==> src/rtl/mult_pkg.sv <==
// Shared types for the sequential shift-add multiplier.
package mult_pkg;

  typedef enum logic [1:0] {
    IDLE = 2'd0,
    CALC = 2'd1,
    DONE = 2'd2
  } mult_state_t;

endpackage

==> src/rtl/shift_add_mult_rca.sv <==
// N-bit ripple-carry adder; Carry exposes the carry out of every bit position.
module RCA_nb #(
  parameter int n = 4
) (
  input  logic [n-1:0] A,
  input  logic [n-1:0] B,
  output logic [n-1:0] Sum,
  output logic         Cout,
  output logic [n-1:0] Carry
);

  logic [n:0] chain;

  always_comb begin
    chain    = '0;
    Sum      = '0;
    chain[0] = 1'b0;
    for (int i = 0; i < n; i++) begin
      Sum[i]     = A[i] ^ B[i] ^ chain[i];
      chain[i+1] = (A[i] & B[i]) | (A[i] & chain[i]) | (B[i] & chain[i]);
    end
  end

  assign Carry = chain[n:1];
  assign Cout  = chain[n];

endmodule

==> src/rtl/shift_add_mult.sv <==
// Sequential N x N unsigned multiplier: one ripple-carry add and right shift per clock.
module shift_add_mult
  import mult_pkg::*;
#(
  parameter int N = 4
) (
  input  logic           clk,
  input  logic           rst_n,
  input  logic           Start,
  input  logic [N-1:0]   A,
  input  logic [N-1:0]   B,
  output logic           Busy,
  output logic           Done,
  output logic [2*N-1:0] Product
);

  localparam int CW = $clog2(N);

  mult_state_t    state_q, state_d;
  logic [N-1:0]   mcand_q, mcand_d;
  logic [N-1:0]   hi_q, hi_d;
  logic [N-1:0]   lo_q, lo_d;
  logic [CW-1:0]  cnt_q, cnt_d;
  logic [2*N-1:0] product_q, product_d;

  logic [N-1:0]   add;
  logic [N-1:0]   s;
  logic           c;
  logic [N-1:0]   carry_unused;
  logic [2*N-1:0] shifted;

  // Partial product for this pass is the multiplicand gated by the current multiplier LSB.
  assign add     = lo_q[0] ? mcand_q : '0;
  assign shifted = {c, s, lo_q[N-1:1]};

  RCA_nb #(.n(N)) u_rca (
    .A     (hi_q),
    .B     (add),
    .Sum   (s),
    .Cout  (c),
    .Carry (carry_unused)
  );

  always_comb begin
    state_d   = state_q;
    mcand_d   = mcand_q;
    hi_d      = hi_q;
    lo_d      = lo_q;
    cnt_d     = cnt_q;
    product_d = product_q;
    case (state_q)
      IDLE: begin
        if (Start) begin
          state_d = CALC;
          mcand_d = A;
          lo_d    = B;
          hi_d    = '0;
          cnt_d   = '0;
        end
      end
      CALC: begin
        hi_d = shifted[2*N-1:N];
        lo_d = shifted[N-1:0];
        // Counter saturates at N-1; the last pass also commits the result.
        if (cnt_q == CW'(N - 1)) begin
          state_d   = DONE;
          product_d = shifted;
        end else begin
          cnt_d = cnt_q + CW'(1);
        end
      end
      DONE:    state_d = IDLE;
      default: state_d = IDLE;
    endcase
  end

  always_ff @(posedge clk or negedge rst_n) begin
    if (!rst_n) begin
      state_q   <= IDLE;
      mcand_q   <= '0;
      hi_q      <= '0;
      lo_q      <= '0;
      cnt_q     <= '0;
      product_q <= '0;
    end else begin
      state_q   <= state_d;
      mcand_q   <= mcand_d;
      hi_q      <= hi_d;
      lo_q      <= lo_d;
      cnt_q     <= cnt_d;
      product_q <= product_d;
    end
  end

  assign Busy    = (state_q != IDLE);
  assign Done    = (state_q == DONE);
  assign Product = product_q;

endmodule
==> config.mk <==
export PLATFORM = sky130hd
export DESIGN_NAME = shift_add_mult
export DESIGN_NICKNAME = d
export VERILOG_FILES = /design/src/rtl/mult_pkg.sv /design/src/rtl/shift_add_mult_rca.sv /design/src/rtl/shift_add_mult.sv
export SDC_FILE = /design/constraint.sdc
export NUM_CORES = 1
export LEC_CHECK = 0
export CAP_MARGIN = 20
export CORE_MARGIN = 1
export CORE_UTILIZATION = 31
export CTS_CLUSTER_SIZE = 10
export DETAILED_ROUTE_END_ITERATION = 12
export SYNTH_ARGS = -nofsm -noshare
export SYNTH_HDL_FRONTEND = slang
export SYNTH_SLANG_ARGS = --single-unit
export TNS_END_PERCENT = 50
==> constraint.sdc <==
create_clock -name clk -period 1.9 [get_ports clk]
set_input_delay 0.285 -clock clk [delete_from_list [all_inputs] [get_ports clk]]
set_output_delay 0.285 -clock clk [all_outputs]
set_load 0.01 [all_outputs]
== After elaboration in Yosys (flattened, before gate mapping) ==
Cells that the tools add are included.
Word-level totals
  register bits after elaboration: 24
  bits in latches: 0
  memory bits (writable): 0
  bits in read-only memories: 0
  input bits: 11
  output and inout port bits: 10
  logic and storage cells: 55
  memories: 0
Cells by class
  $add $sub $neg: 1
  $mul: 0
  divide/modulo/power cells: 0
  order comparisons: 0
  equal/unequal tests: 6
  shift operators: 0
  multiplexer cells: 11
  bitwise operators: 23
  reduce and logical (&&, ||, !) cells: 8
Operator list (count)
  one-hot mux 4 bit (2 select lines): 2
  2-to-1 mux 4 bit: 3
  AND 1 bit: 10
  2-to-1 mux 2 bit: 4
  one-hot mux 2 bit (2 select lines): 2
  AND reduction 2 bit: 4
  bitwise XOR 1 bit: 7
  != test 2 bit (second input constant): 3
  OR 1 bit: 6
  == test 2 bit (second input constant): 2
  nonzero test 2 bit: 2
  AND reduction 3 bit: 1
  adder 2 x 1 -> 2 bit (second input constant): 1
  == test 2 x 1 -> 1 bit (second input constant): 1
  logical NOT 2 bit: 1

== Longest topological paths before layout ==
  depth in word-level cells: 12
  mapped depth: 9
  gate-level depth less buffers: 9

== Modules after synthesis ==
From an unflattened synthesis, not the netlist that was laid out.
Unflattened totals
  cell total of the unflattened synthesis: 88
  area total of the unflattened synthesis: 1117.3 um^2
By module, submodules not included
  shift_add_mult: times used 1, cells an instance 78, area an instance 1018.5 um^2, seq. area each 600.6 um^2
  RCA_nb: times used 1, cells an instance 10, area an instance 98.8 um^2, seq. area each 0.0 um^2

== Worst setup path before layout ==
No wires, ideal clock.
  path type: flip-flop to flip-flop
  from: register lo_q[0]
  to: register product_q[6] (netlist: Product[6])
  setup time: 79 ps
  arrival: 1868 ps
  required time: 1821 ps
  slack: -48 ps
  cell stages (with the launch flop): 10
  buffers on the path: 0
  clock period less this slack: 1948 ps
  path through: dfrtp_1 and2_1 ha_1 inv_1 fa_1 inv_1 fa_1 inv_1 fa_1 mux2i_1
Between the ends
  longest elaborated chain between the ends: 9
  elaborated cells between the ends (all ways): 14
  those cells by class: mux (1); bitwise (13)
Ends and longest elaborated chain
  start, declared: line shift_add_mult.sv:22  | logic [N-1:0] lo_q, lo_d;
  start signal, assigned: line shift_add_mult.sv:89  | lo_q <= lo_d;
  2-to-1 mux 4 bit (*): line shift_add_mult.sv:33  | assign add = lo_q[0] ? mcand_q : '0;
  AND 1 bit (2 in series): line shift_add_mult_rca.sv:20  | chain[i+1] = (A[i] & B[i]) | (A[i] & chain[i]) | (B[i] & chain[i]);
  OR 1 bit (2 in series): line shift_add_mult_rca.sv:20
  AND 1 bit: line shift_add_mult_rca.sv:20
  OR 1 bit (2 in series): line shift_add_mult_rca.sv:20
  bitwise XOR 1 bit (*): line shift_add_mult_rca.sv:19  | Sum[i] = A[i] ^ B[i] ^ chain[i];
  end signal, assigned: line shift_add_mult.sv:91  | product_q <= product_d;
  end, declared: line shift_add_mult.sv:24  | logic [2*N-1:0] product_q, product_d;
Every way passes the cells marked *; elsewhere a longest branch is shown, timed or not.
A chain may end at the register's enable or synchronous reset.

== Worst setup path after layout ==
  from: register mcand_q[0]
  to: register hi_q[2]
Between the ends
  longest elaborated chain between the ends: 10
  elaborated cells between the ends (all ways): 12
  those cells by class: mux (2); bitwise (10)
Ends and longest elaborated chain
  start, declared: line shift_add_mult.sv:20  | logic [N-1:0] mcand_q, mcand_d;
  start signal, assigned: line shift_add_mult.sv:87  | mcand_q <= mcand_d;
  2-to-1 mux 4 bit (*): line shift_add_mult.sv:33
  AND 1 bit (*): line shift_add_mult_rca.sv:20
  AND 1 bit: line shift_add_mult_rca.sv:20
  OR 1 bit: line shift_add_mult_rca.sv:20
  OR 1 bit (*): line shift_add_mult_rca.sv:20
  AND 1 bit: line shift_add_mult_rca.sv:20
  OR 1 bit: line shift_add_mult_rca.sv:20
  OR 1 bit (*): line shift_add_mult_rca.sv:20
  bitwise XOR 1 bit (*): line shift_add_mult_rca.sv:19
  one-hot mux 4 bit (2 select lines) (*): line shift_add_mult.sv:51  | case (state_q)
  end signal, assigned: line shift_add_mult.sv:88  | hi_q <= hi_d;
  end, declared: line shift_add_mult.sv:21  | logic [N-1:0] hi_q, hi_d;
Marks and branches as above.

==> results by group <==
Setup path
  – Crit start category: register
  – FF-to-FF path depth: 9
  – Critical path type: reg2reg
  – CP Capture Type: register
  – Crit path depth: 9
  – Crit path DAT: approximately 2.2 ns
  – CP bufs+invs: 3
  – Cell repeated most along the worst path: inv_2
  – Worst Path Max Fanout: 2
  – Cell family with most CP delay: adder cells
  – Crit-path slowest cell: fa_1
  – CP max stage delay: 0.41 ns
  – CP required: 2.15 ns
  – CP cell instances: and2_4, ha_4, inv_2, fa_2, inv_2, fa_2, inv_2, fa_1, o2bb2ai_1

Drt
  – Vias after detailed routing: 742
  – Number of remaining DRC errors: 0
  – WL/cell: about 13 um
  – Final WL: roughly 2.1 mm
  – Initial DRC Count: 17
  – Average via count per standard cell: 4.667
  – Drt first pass iters: 4
  – Antenna Nets Post-Route: 0

Layout
  – Cell area after layout: 1473 sq um
  – Layout cells sized above 1: roughly a third
  – Layout fillers: 344
  – Final design utilization: 43.11%
  – # nets final: 130
  – Area grow syn2layout: 29.63%
  – # diodes: 0

Place
  – Dpl ws: -0.1096 ns
  – Global placer's final weighted congestion: 0.7271
  – Placed cell area: between 1000 and 1500 sq um
  – DP HPWL: 1.551 mm
  – IO Port Bufs: 20

Clocking
  – CTS root buf: clkbuf_4
  – Skew-Pair Late Insertion Delay: 0.31 ns
  – TritonCTS Sinks: 24
  – CTS tree: done
  – Hold-fix buffers, CTS: 0
  – CTS max path bufs: 2
  – CTS H-tree lvls: 1
  – TritonCTS Buffers: 3
  – CTS clk-pin slew, worst paths: about 0.13 ns

Logic synthesis
  – Compound-Gate Fraction of Synth Area: just over 10%
  – Cell area after technology mapping: ~1100 sq um
  – Mean Syn Cell Area: approximately 13 sq um
  – Register bit total from synthesis: 24
  – Yosys warnings: 0
  – Main combinational cell family by area after synthesis: simple AND/OR/NAND/NOR gates
  – Fraction of the yosys area taken by sequential cells: a little over half
  – Mux contribution to synthesized area: 11.56%
  – Unique masters post-synth: 30
  – Post-synth net total: around 100
  – Xor/xnor share of the synthesized area: 0%
  – Mapped Cells: 88
  – Simple-gate portion of the synthesized area: about an eighth
  – Adder-cell share of the synthesized area: approximately 7.5%

Die
  – I/O pin count: 21
  – DIE WIDTH: ~63 um
  – Initial core utilization: 33.26%
  – Core footprint: roughly 3400 sq um
  – Row count: 21
  – Die height: 62.54 um
  – Die ar.: 3911 sq um

Hold path
  – Min-Delay Path Class: in2async

STA
  – Worst slew margin: 70.09%
  – Unrepaired setup endpoints after global routing: yes
  – Final worst slack: -0.05433 ns
  – Max-slew violations: 0
  – Slew @ Worst Pin: 0.4473 ns
  – Clock Skew: 0.002836 ns
  – Setup TNS Final: -0.1070 ns
  – Fmax: 0.5117 GHz
  – Hold Fails Final Rpt: 0
  – Final Setup Violations: 3
  – Min cycle time layout: ~2 ns
  – Post-route clock period utilization: 102.9%

Job
  – Max Cap Viol: 0

GRT
  – First-pass GRT wire length: 3.698 mm
  – Vias in the first global route: 795
  – GRT Residual Overflow: 0
  – Pin count of the biggest net entering global routing: 25
  – Initial antenna violation count: 0
  – Total global-route track usage: ~12%

Power and ir drop
  – Pwr Total: about 2.4 mW
  – Max rail drop VDD: 0.0005541 V
  – Leakage: 0.6427 nW
  – PwrDens: 1602 nW/um^2

Status
  – Failing checks: setup timing
  – Status: finished, violations left
## metrics by stage
step | hold slack [ns] | cells
final | 0.3051 | 159
after global routing | 0.3312 | 159
after CTS | 0.3105 | 159
after floorplan | -0.01059 | 88
after global placement | 0.4832 | 155
after detailed placement | 0.4823 | 155
## cell type report
class	instances	area (sq um)	share of cell area, %
clock buffer	4	36.28	2.464
inverter	11	41.29	2.804
multi-input combinational	49	495.5	33.64
sequential	24	601.8	40.87
tap	46	57.56	3.908
timing repair buffer	25	240.2	16.31
## worst paths after layout
check	startpoint	end	slack (ns)
worst max-delay path	mcand_q[0]	hi_q[2]	-0.05
worst min-delay path	rst_n	hi_q[2]	0.31
worst max register to register	mcand_q[0]	hi_q[2]	-0.05
worst min register to register	mcand_q[2]	mcand_q[2]	0.52
max in group asynchronous	rst_n	state_q[0]	1.34
min in group clk	mcand_q[2]	mcand_q[2]	0.52
## cell families after synthesis
logic type / count (synthesis)
fa+ha+maj: 5
mux: 12
buf+inv: 15
flops: 24
compound gates: 13
simple gates: 19
## cell usage after synthesis
master | count | area, sq um
dfrtp_1 | 24 | 600.6
inv_1 | 11 | 41.29
mux2_2 | 9 | 101.4
nand2b_1 | 4 | 25.02
o221a_2 | 4 | 45.04
fa_1 | 3 | 60.06
mux2i_1 | 3 | 30.03
and2_1 | 2 | 12.51
ha_1 | 2 | 25.02
nand2_1 | 2 | 7.510
o22ai_1 | 2 | 12.51
o2bb2ai_1 | 2 | 17.52
or4b_1 | 2 | 20.02
or4b_2 | 2 | 20.02
a211o_1 | 1 | 8.760
a21oi_1 | 1 | 5.000
and3_1 | 1 | 6.260
buf_2 | 1 | 5.000
buf_6 | 1 | 11.26
clkbuf_1 | 1 | 3.750
clkbuf_2 | 1 | 5.000
nand3_1 | 1 | 5.000
nand3b_1 | 1 | 7.510
nor2b_1 | 1 | 6.260
nor3b_2 | 1 | 12.51
nor4b_1 | 1 | 8.760
o21ba_2 | 1 | 10.01
o21bai_1 | 1 | 7.510
o221ai_1 | 1 | 8.760
or2_2 | 1 | 6.260
## power by group
part	switching (mW)	internal, mW
Clock	0.154	0.117
Combinational	0.491	0.671
Sequential	0.169	0.758
## routing by layer
| layer | GRT usage [%] | vias to the layer above | wire length (um) |
|---|---|---|---|
| met2 | 18.34 | 15 | 915 |
| li1 | - | 358 | - |
| met4 | 5.233 | 0 | 40 |
| met1 | 16.94 | 364 | 1049 |
| met5 | 0 | - | 0 |
| met3 | 2.190 | 5 | 65 |
## state kept, by name (all words and copies together), names as in the netlist
name     cells
Product      8
lo_q         4
state_q      2
cnt_q        2
mcand_q      4
hi_q         4
## repair_timing
item / CTS / global route
cloned: 0 / 0
buffers inserted: 0 / 0
resized for setup: 7 / 4
pin swaps: 2 / 2
setup endpoints to repair: 4 / 6
## cells in the final DEF (no fill, tap or decap), types with 2 or more instances in the layout
cell type and count:
buf_4 5, clkbuf_4 3, clkdlybuf4s50_1 19, dfrtp_1 23
fa_2 2, inv_1 8, inv_2 3, mux2_2 9
mux2i_1 3, nand2_1 2, nand2b_1 4, o221a_2 4
o2bb2ai_1 2, or4b_1 2, or4b_2 2
Power figures use the tool's default switching activity.
